==> config.mk <==
export PLATFORM = sky130hd
export DESIGN_NAME = mul_iter_unit_flat
export DESIGN_NICKNAME = d
export VERILOG_FILES = /design/src/rtl/mul_pkg.sv /design/src/rtl/mul_iter_unit_if.sv /design/src/rtl/mul_iter_unit.sv /design/src/flat_wrapper.sv
export SDC_FILE = /design/constraint.sdc
export NUM_CORES = 1
export LEC_CHECK = 0
export ABC_AREA = 1
export CAP_MARGIN = 20
export CELL_PAD_IN_SITES_DETAIL_PLACEMENT = 0
export CELL_PAD_IN_SITES_GLOBAL_PLACEMENT = 2
export CORE_AREA = 2 2 227 229
export DETAILED_ROUTE_END_ITERATION = 8
export DIE_AREA = 0 0 229 231
export HOLD_SLACK_MARGIN = 0.03
export PLACE_DENSITY = 0.74
export SYNTH_ARGS = -nofsm -noshare
export SYNTH_HDL_FRONTEND = slang
export SYNTH_SLANG_ARGS = --single-unit
==> constraint.sdc <==
create_clock -name clk -period 7 [get_ports clk]
set_input_delay 1.75 -clock clk [delete_from_list [all_inputs] [get_ports clk]]
set_output_delay 1.75 -clock clk [all_outputs]
set_load 0.03 [all_outputs]
==> src/rtl/mul_pkg.sv <==
// Shared multiply definitions: ALUControl encodings and iterative unit state encoding.
package mul_pkg;

  localparam logic [3:0] OP_MUL   = 4'b0100;
  localparam logic [3:0] OP_UMULL = 4'b1000;
  localparam logic [3:0] OP_SMULL = 4'b1100;

  typedef enum logic [1:0] {
    IDLE = 2'd0,
    CALC = 2'd1,
    SIGN = 2'd2,
    DONE = 2'd3
  } mul_state_e;

  // True for the three encodings the multiplier accepts.
  function automatic logic is_mul_op(input logic [3:0] op);
    return (op == OP_MUL) || (op == OP_UMULL) || (op == OP_SMULL);
  endfunction

endpackage

==> src/rtl/mul_iter_unit_if.sv <==
// Start/busy/done handshake plus operand and result buses of the iterative multiplier.
interface mul_iter_unit_if #(
  parameter int unsigned WIDTH = 32
);
  logic             Start;
  logic [3:0]       ALUControl;
  logic [WIDTH-1:0] SrcA;
  logic [WIDTH-1:0] SrcB;
  logic             Busy;
  logic             Done;
  logic [WIDTH-1:0] ResultLo;
  logic [WIDTH-1:0] ResultHi;

  modport master (
    output Start, ALUControl, SrcA, SrcB,
    input  Busy, Done, ResultLo, ResultHi
  );

  modport slave (
    input  Start, ALUControl, SrcA, SrcB,
    output Busy, Done, ResultLo, ResultHi
  );
endinterface

==> src/rtl/mul_iter_unit.sv <==
// Radix-2 shift-add multiplier: MUL / UMULL / SMULL with fixed WIDTH+2 cycle latency.
module mul_iter_unit
  import mul_pkg::*;
#(
  parameter int unsigned WIDTH = 32,
  parameter int unsigned CNT_W = $clog2(WIDTH)
) (
  input  logic           clk,
  input  logic           reset,
  mul_iter_unit_if.slave bus
);

  localparam int unsigned PW = 2 * WIDTH;

  mul_state_e       state_q, state_d;
  logic             mul_q, mul_d;
  logic             neg_q, neg_d;
  logic [WIDTH-1:0] mcand_q, mcand_d;
  logic [WIDTH-1:0] mplr_q, mplr_d;
  logic [PW-1:0]    acc_q, acc_d;
  logic [CNT_W-1:0] cnt_q, cnt_d;
  logic             busy_q, busy_d;
  logic             done_q, done_d;
  logic [WIDTH-1:0] lo_q, lo_d;
  logic [WIDTH-1:0] hi_q, hi_d;

  logic             accept_c;
  logic             smull_c;
  logic [WIDTH-1:0] abs_a_c, abs_b_c;
  logic [WIDTH:0]   sum_c;
  logic [PW-1:0]    prod_c;

  // Operand conditioning: SMULL runs on magnitudes, sign is re-applied in SIGN.
  assign accept_c = bus.Start && is_mul_op(bus.ALUControl);
  assign smull_c  = (bus.ALUControl == OP_SMULL);
  assign abs_a_c  = (smull_c && bus.SrcA[WIDTH-1]) ? (~bus.SrcA + WIDTH'(1)) : bus.SrcA;
  assign abs_b_c  = (smull_c && bus.SrcB[WIDTH-1]) ? (~bus.SrcB + WIDTH'(1)) : bus.SrcB;

  // Partial-product add into the upper half, carry kept as the extra bit.
  assign sum_c  = {1'b0, acc_q[PW-1:WIDTH]} + {1'b0, (mplr_q[0] ? mcand_q : WIDTH'(0))};
  assign prod_c = neg_q ? (~acc_q + PW'(1)) : acc_q;

  // Next-state and datapath control.
  always_comb begin
    state_d = state_q;
    mul_d   = mul_q;
    neg_d   = neg_q;
    mcand_d = mcand_q;
    mplr_d  = mplr_q;
    acc_d   = acc_q;
    cnt_d   = cnt_q;
    lo_d    = lo_q;
    hi_d    = hi_q;

    case (state_q)
      // DONE doubles as an accept slot so back-to-back ops issue every WIDTH+2 edges.
      IDLE, DONE: begin
        state_d = IDLE;
        if (accept_c) begin
          mul_d   = (bus.ALUControl == OP_MUL);
          neg_d   = smull_c && (bus.SrcA[WIDTH-1] ^ bus.SrcB[WIDTH-1]);
          mcand_d = abs_a_c;
          mplr_d  = abs_b_c;
          acc_d   = '0;
          cnt_d   = '0;
          state_d = CALC;
        end
      end
      CALC: begin
        acc_d  = {sum_c, acc_q[WIDTH-1:1]};
        mplr_d = mplr_q >> 1;
        cnt_d  = cnt_q + CNT_W'(1);
        if (cnt_q == CNT_W'(WIDTH - 1)) begin
          state_d = SIGN;
        end
      end
      SIGN: begin
        lo_d    = prod_c[WIDTH-1:0];
        hi_d    = mul_q ? '0 : prod_c[PW-1:WIDTH];
        state_d = DONE;
      end
      default: state_d = IDLE;
    endcase

    busy_d = (state_d == CALC) || (state_d == SIGN);
    done_d = (state_d == DONE);
  end

  // State, datapath and output registers.
  always_ff @(posedge clk or posedge reset) begin
    if (reset) begin
      state_q <= IDLE;
      mul_q   <= 1'b0;
      neg_q   <= 1'b0;
      mcand_q <= '0;
      mplr_q  <= '0;
      acc_q   <= '0;
      cnt_q   <= '0;
      busy_q  <= 1'b0;
      done_q  <= 1'b0;
      lo_q    <= '0;
      hi_q    <= '0;
    end else begin
      state_q <= state_d;
      mul_q   <= mul_d;
      neg_q   <= neg_d;
      mcand_q <= mcand_d;
      mplr_q  <= mplr_d;
      acc_q   <= acc_d;
      cnt_q   <= cnt_d;
      busy_q  <= busy_d;
      done_q  <= done_d;
      lo_q    <= lo_d;
      hi_q    <= hi_d;
    end
  end

  assign bus.Busy     = busy_q;
  assign bus.Done     = done_q;
  assign bus.ResultLo = lo_q;
  assign bus.ResultHi = hi_q;

endmodule
==> src/flat_wrapper.sv <==
// flat-port wrapper written by rule: the top's interface ports become plain ports
module mul_iter_unit_flat import mul_pkg::*;
#(
  parameter int unsigned WIDTH = 32,
  parameter int unsigned CNT_W = $clog2(WIDTH)
)
  (clk, reset, bus_Start, bus_ALUControl, bus_SrcA, bus_SrcB, bus_Busy, bus_Done, bus_ResultLo, bus_ResultHi);
  mul_iter_unit_if #(.WIDTH(WIDTH)) bus_i ();
  input  logic clk;
  input  logic reset;
  input wire logic [$bits(bus_i.Start)-1:0] bus_Start;
  input wire logic [$bits(bus_i.ALUControl)-1:0] bus_ALUControl;
  input wire logic [$bits(bus_i.SrcA)-1:0] bus_SrcA;
  input wire logic [$bits(bus_i.SrcB)-1:0] bus_SrcB;
  output wire logic [$bits(bus_i.Busy)-1:0] bus_Busy;
  output wire logic [$bits(bus_i.Done)-1:0] bus_Done;
  output wire logic [$bits(bus_i.ResultLo)-1:0] bus_ResultLo;
  output wire logic [$bits(bus_i.ResultHi)-1:0] bus_ResultHi;
  assign bus_i.Start = bus_Start;
  assign bus_i.ALUControl = bus_ALUControl;
  assign bus_i.SrcA = bus_SrcA;
  assign bus_i.SrcB = bus_SrcB;
  assign bus_Busy = bus_i.Busy;
  assign bus_Done = bus_i.Done;
  assign bus_ResultLo = bus_i.ResultLo;
  assign bus_ResultHi = bus_i.ResultHi;
  mul_iter_unit #(.WIDTH(WIDTH), .CNT_W(CNT_W)) u_core (.clk(clk), .reset(reset), .bus(bus_i));
endmodule
==> run_results.csv <==
group,metric,value,unit
status,status,"finished clean",
power_and_ir_drop,internal-power,0.00253,W
timing,fin_setup_tns,0,ns
clocking,h-tree-depth,1,
critical_path,crit_path_max_incr_delay,0.93,ns
global_route,antenna_found_initial,0,
clocking,cts_resized,0,
critical_path,required,7.45,ns
global_route,grt_max_degree,141,
min_path,hp-class,"register to register",
timing,setup_viol,0,
power_and_ir_drop,p_comb_share,24.0,%
cells_and_area,antenna_cells,0,
critical_path,end_kind,"register",
clocking,post_cts.repair.setup_buffers,0,
cells_and_area,final_nets,2442,
synth,synth_top_family_by_area,"simple AND/OR/NAND/NOR gates",
global_route,grt_pass1_wl,76500,um
global_route,grt_usage,18.1,%
routing,vias_per_cell,4.65,
timing,finalCritPeriodShare,56.5,%
synth,synth_xor_area_share,2.85,%
synth,synthesis.nets,2338,
timing,period_minus_slack,3.96,ns
routing,drt-initial-drc-count,882,
clocking,cts_tree,"built",
clocking,path_clk_slew,0.06,ns
synth,ys_async_sr_fraction,100,%
floorplanning,die-area,0.0529,sq mm
synth,synth-simple-area-share,37.7,%
synth,yosysTopAreaCell,"dfrtp_1",
timing,maxSlewHeadroom,33.3,%
synth,netlist_instances,2227,
synth,synth.mux.area_fraction,0,%
power_and_ir_drop,seqPwrFrac,37.3,%
synth,netlist_area,0.0145,sq mm
cells_and_area,drive_gt1_share,4.81,%
power_and_ir_drop,power.density,216,mW/mm^2
timing,skew,0.0139,ns
clocking,clock_latency,0.57,ns
floorplanning,coreArea,0.0507,sq mm
timing,rsz0062_at_grt,"no",
critical_path,startpoint_type,"register",
synth,synth_compound_area_share,10.7,%
critical_path,arrival,4.41,ns
power_and_ir_drop,power.share.switching,32.9,%
timing,hold-worst-slack,0.475,ns
floorplanning,pin_count,137,
synth,synthFlopType,"dfrtp_1",
cells_and_area,syn2layout_area_growth,20.3,%
timing,hold_viol_final,0,
synth,yosys-top-cells-area,"dfrtp_1, nand2_1, inv_1",
cells_and_area,final_core_util,34.4,%
timing,slew_violations,0,
power_and_ir_drop,power_frac_clock,38.7,%
synth,ys_seq_area_share,35.1,%
synth,netlist.area_leader.share,35.1,%
routing,ant_nets,0,
synth,yosysWarnings,0,
floorplanning,rows,83,
floorplanning,die_height,231,um
synth,synth_cell_types,46,
clocking,clock_path_buffers,3,
critical_path,crit_type,"register to register",
global_route,grt_overflow,0,
floorplanning,die_w,229,um
floorplanning,start_util,28.6,%
critical_path,slowest_stage,"nand2_2",
synth,synth_edf_count,0,
routing,drcViolationCount,0,
power_and_ir_drop,p_sw,0.00124,W
clocking,numCtsBuffers,27,
critical_path,critPathMaxFanout,46,
critical_path,path_common_cell,"nand2_2",
critical_path,critical_path.cell_chain,"inv_1, ha_1, nand2_2, nand2_2, buf_4, nand4_1, o21ai_0, a21oi_1",
run,max-cap-violations,0,
timing,tightest_slew,1.00,ns
clocking,cts_hold_buf,0,
place,hpwl,36800,um
routing,dr.pass1.iters,7,
place,place_congestion,0.838,
clocking,cts-root-buf,"clkbuf_16",
power_and_ir_drop,vdd_drop_max,206,uV
routing,post_drt_wl_per_cell,15.8,um
clocking,clock-sinks,203,
synth,avgSynthCellArea,6.50,sq um
synth,ys_ff_latch,203,
routing,wl,47900,um
synth,synthAdderAreaFrac,3.51,%
timing,fmax,0.253,GHz
routing,num_vias,14082,
power_and_ir_drop,leakage,9.02,nW
place,port_buffers,136,
global_route,grt_pass1_vias,13827,
## cells in the final DEF, fill, tap and decap left out, types with 35 or more instances in the layout
| master | synthesis | routed |
|---|---|---|
| o22ai_1 | 49 | 49 |
| a21oi_1 | 50 | 50 |
| nand3_1 | 208 | 207 |
| nand4_1 | 35 | 35 |
| clkdlybuf4s50_1 | 0 | 136 |
| nor2_1 | 250 | 249 |
| ha_1 | 39 | 39 |
| xor2_1 | 41 | 41 |
| dfrtp_1 | 203 | 202 |
| o21ai_0 | 87 | 87 |
| nand2_1 | 721 | 721 |
| inv_1 | 307 | 305 |
## worst paths after layout
kind	from	endpoint	slack, ns	depth (start not counted)
max reg2reg	u_core.state_q[1]$_DFF_PP0_	u_core.cnt_q[3]$_DFFE_PP0P_	3.04	8
max in group asynchronous	reset	u_core.bus.ResultHi[26]$_DFFE_PP0P_	4.59	3
max	u_core.state_q[1]$_DFF_PP0_	u_core.cnt_q[3]$_DFFE_PP0P_	3.04	8
min reg2reg	u_core.bus.ResultHi[17]$_DFFE_PP0P_	u_core.bus.ResultHi[17]$_DFFE_PP0P_	0.47	2
min	u_core.bus.ResultHi[17]$_DFFE_PP0P_	u_core.bus.ResultHi[17]$_DFFE_PP0P_	0.47	2
min in group asynchronous	reset	u_core.bus.ResultLo[0]$_DFFE_PP0P_	1.75	3
## sequential cells by signal (all words and copies together), names as in the netlist
register / count
u_core.acc_q: 64
u_core.bus.ResultHi: 32
u_core.bus.ResultLo: 32
u_core.mcand_q: 32
u_core.mplr_q: 32
u_core.cnt_q: 5
u_core.state_q: 2
u_core.bus.Busy: 1
u_core.bus.Done: 1
u_core.mul_q: 1
u_core.neg_q: 1
## power groups by stage
stage	combinational [W]	clock (W)	sequential, W
finish	0.000903	0.00146	0.00140
global route	0.00103	0.00155	0.00142
CTS	0.000914	0.00151	0.00140
detailed placement	0.000910	0	0.00142
global placement	0.000903	0	0.00142
floorplan	0.000588	0	0.00143
## through the flow
stage | area (sq um) | power [W] | worst slack (ns) | instances
after global placement | 16500 | 0.00233 | 2.57 | 2982
after global routing | 17400 | 0.00400 | 2.54 | 3031
final | 17400 | 0.00376 | 3.04 | 3031
after detailed placement | 16500 | 0.00233 | 2.60 | 2982
after CTS | 17400 | 0.00383 | 2.99 | 3031
after floorplan | 14500 | 0.00201 | 2.62 | 2227
## critical path: cells and delay by family, from the launching register on
family          cells  cell delay [ns]
compound gates      2             0.25
simple gates        3             1.82
fa+ha+maj           1             0.68
buf+inv             2             0.62
flops               1             0.40
## kinds of logic (layout without fill, tap and decap cells)
family | count (synthesis) | in the layout
buf+inv | 382 | 506
simple gates | 1288 | 1288
xor+xnor | 47 | 47
compound gates | 267 | 267
flops | 203 | 203
fa+ha+maj | 40 | 40
## metal layers
layer / global-route usage (%) / up-vias / routed length, um
met5: 0 / - / 0
met4: 4.67 / 0 / 1040
met3: 1.88 / 63 / 1780
met2: 28.9 / 270 / 21100
met1: 26.0 / 6444 / 24000
li1: - / 7305 / -
## synthesized netlist by cell type, drive strengths merged, types with 17 or more instances
master / instances
nand2: 736
inv: 313
nor2: 263
nand3: 211
dfrtp: 203
o21ai: 117
a21oi: 50
o22ai: 49
xor2: 41
ha: 39
buf: 36
nand4: 35
clkbuf: 32
nor3: 19
or2: 17
## final cells by class
class	instances	area [sq um]
inverters	314	1180
clock inverters	14	165
well taps	680	851
multi-input cells	1642	7930
repair buffers	143	1430
fillers	5644	33300
clock buffers	35	776
flip-flops and latches	203	5080
(Power assumes the default switching activity.)
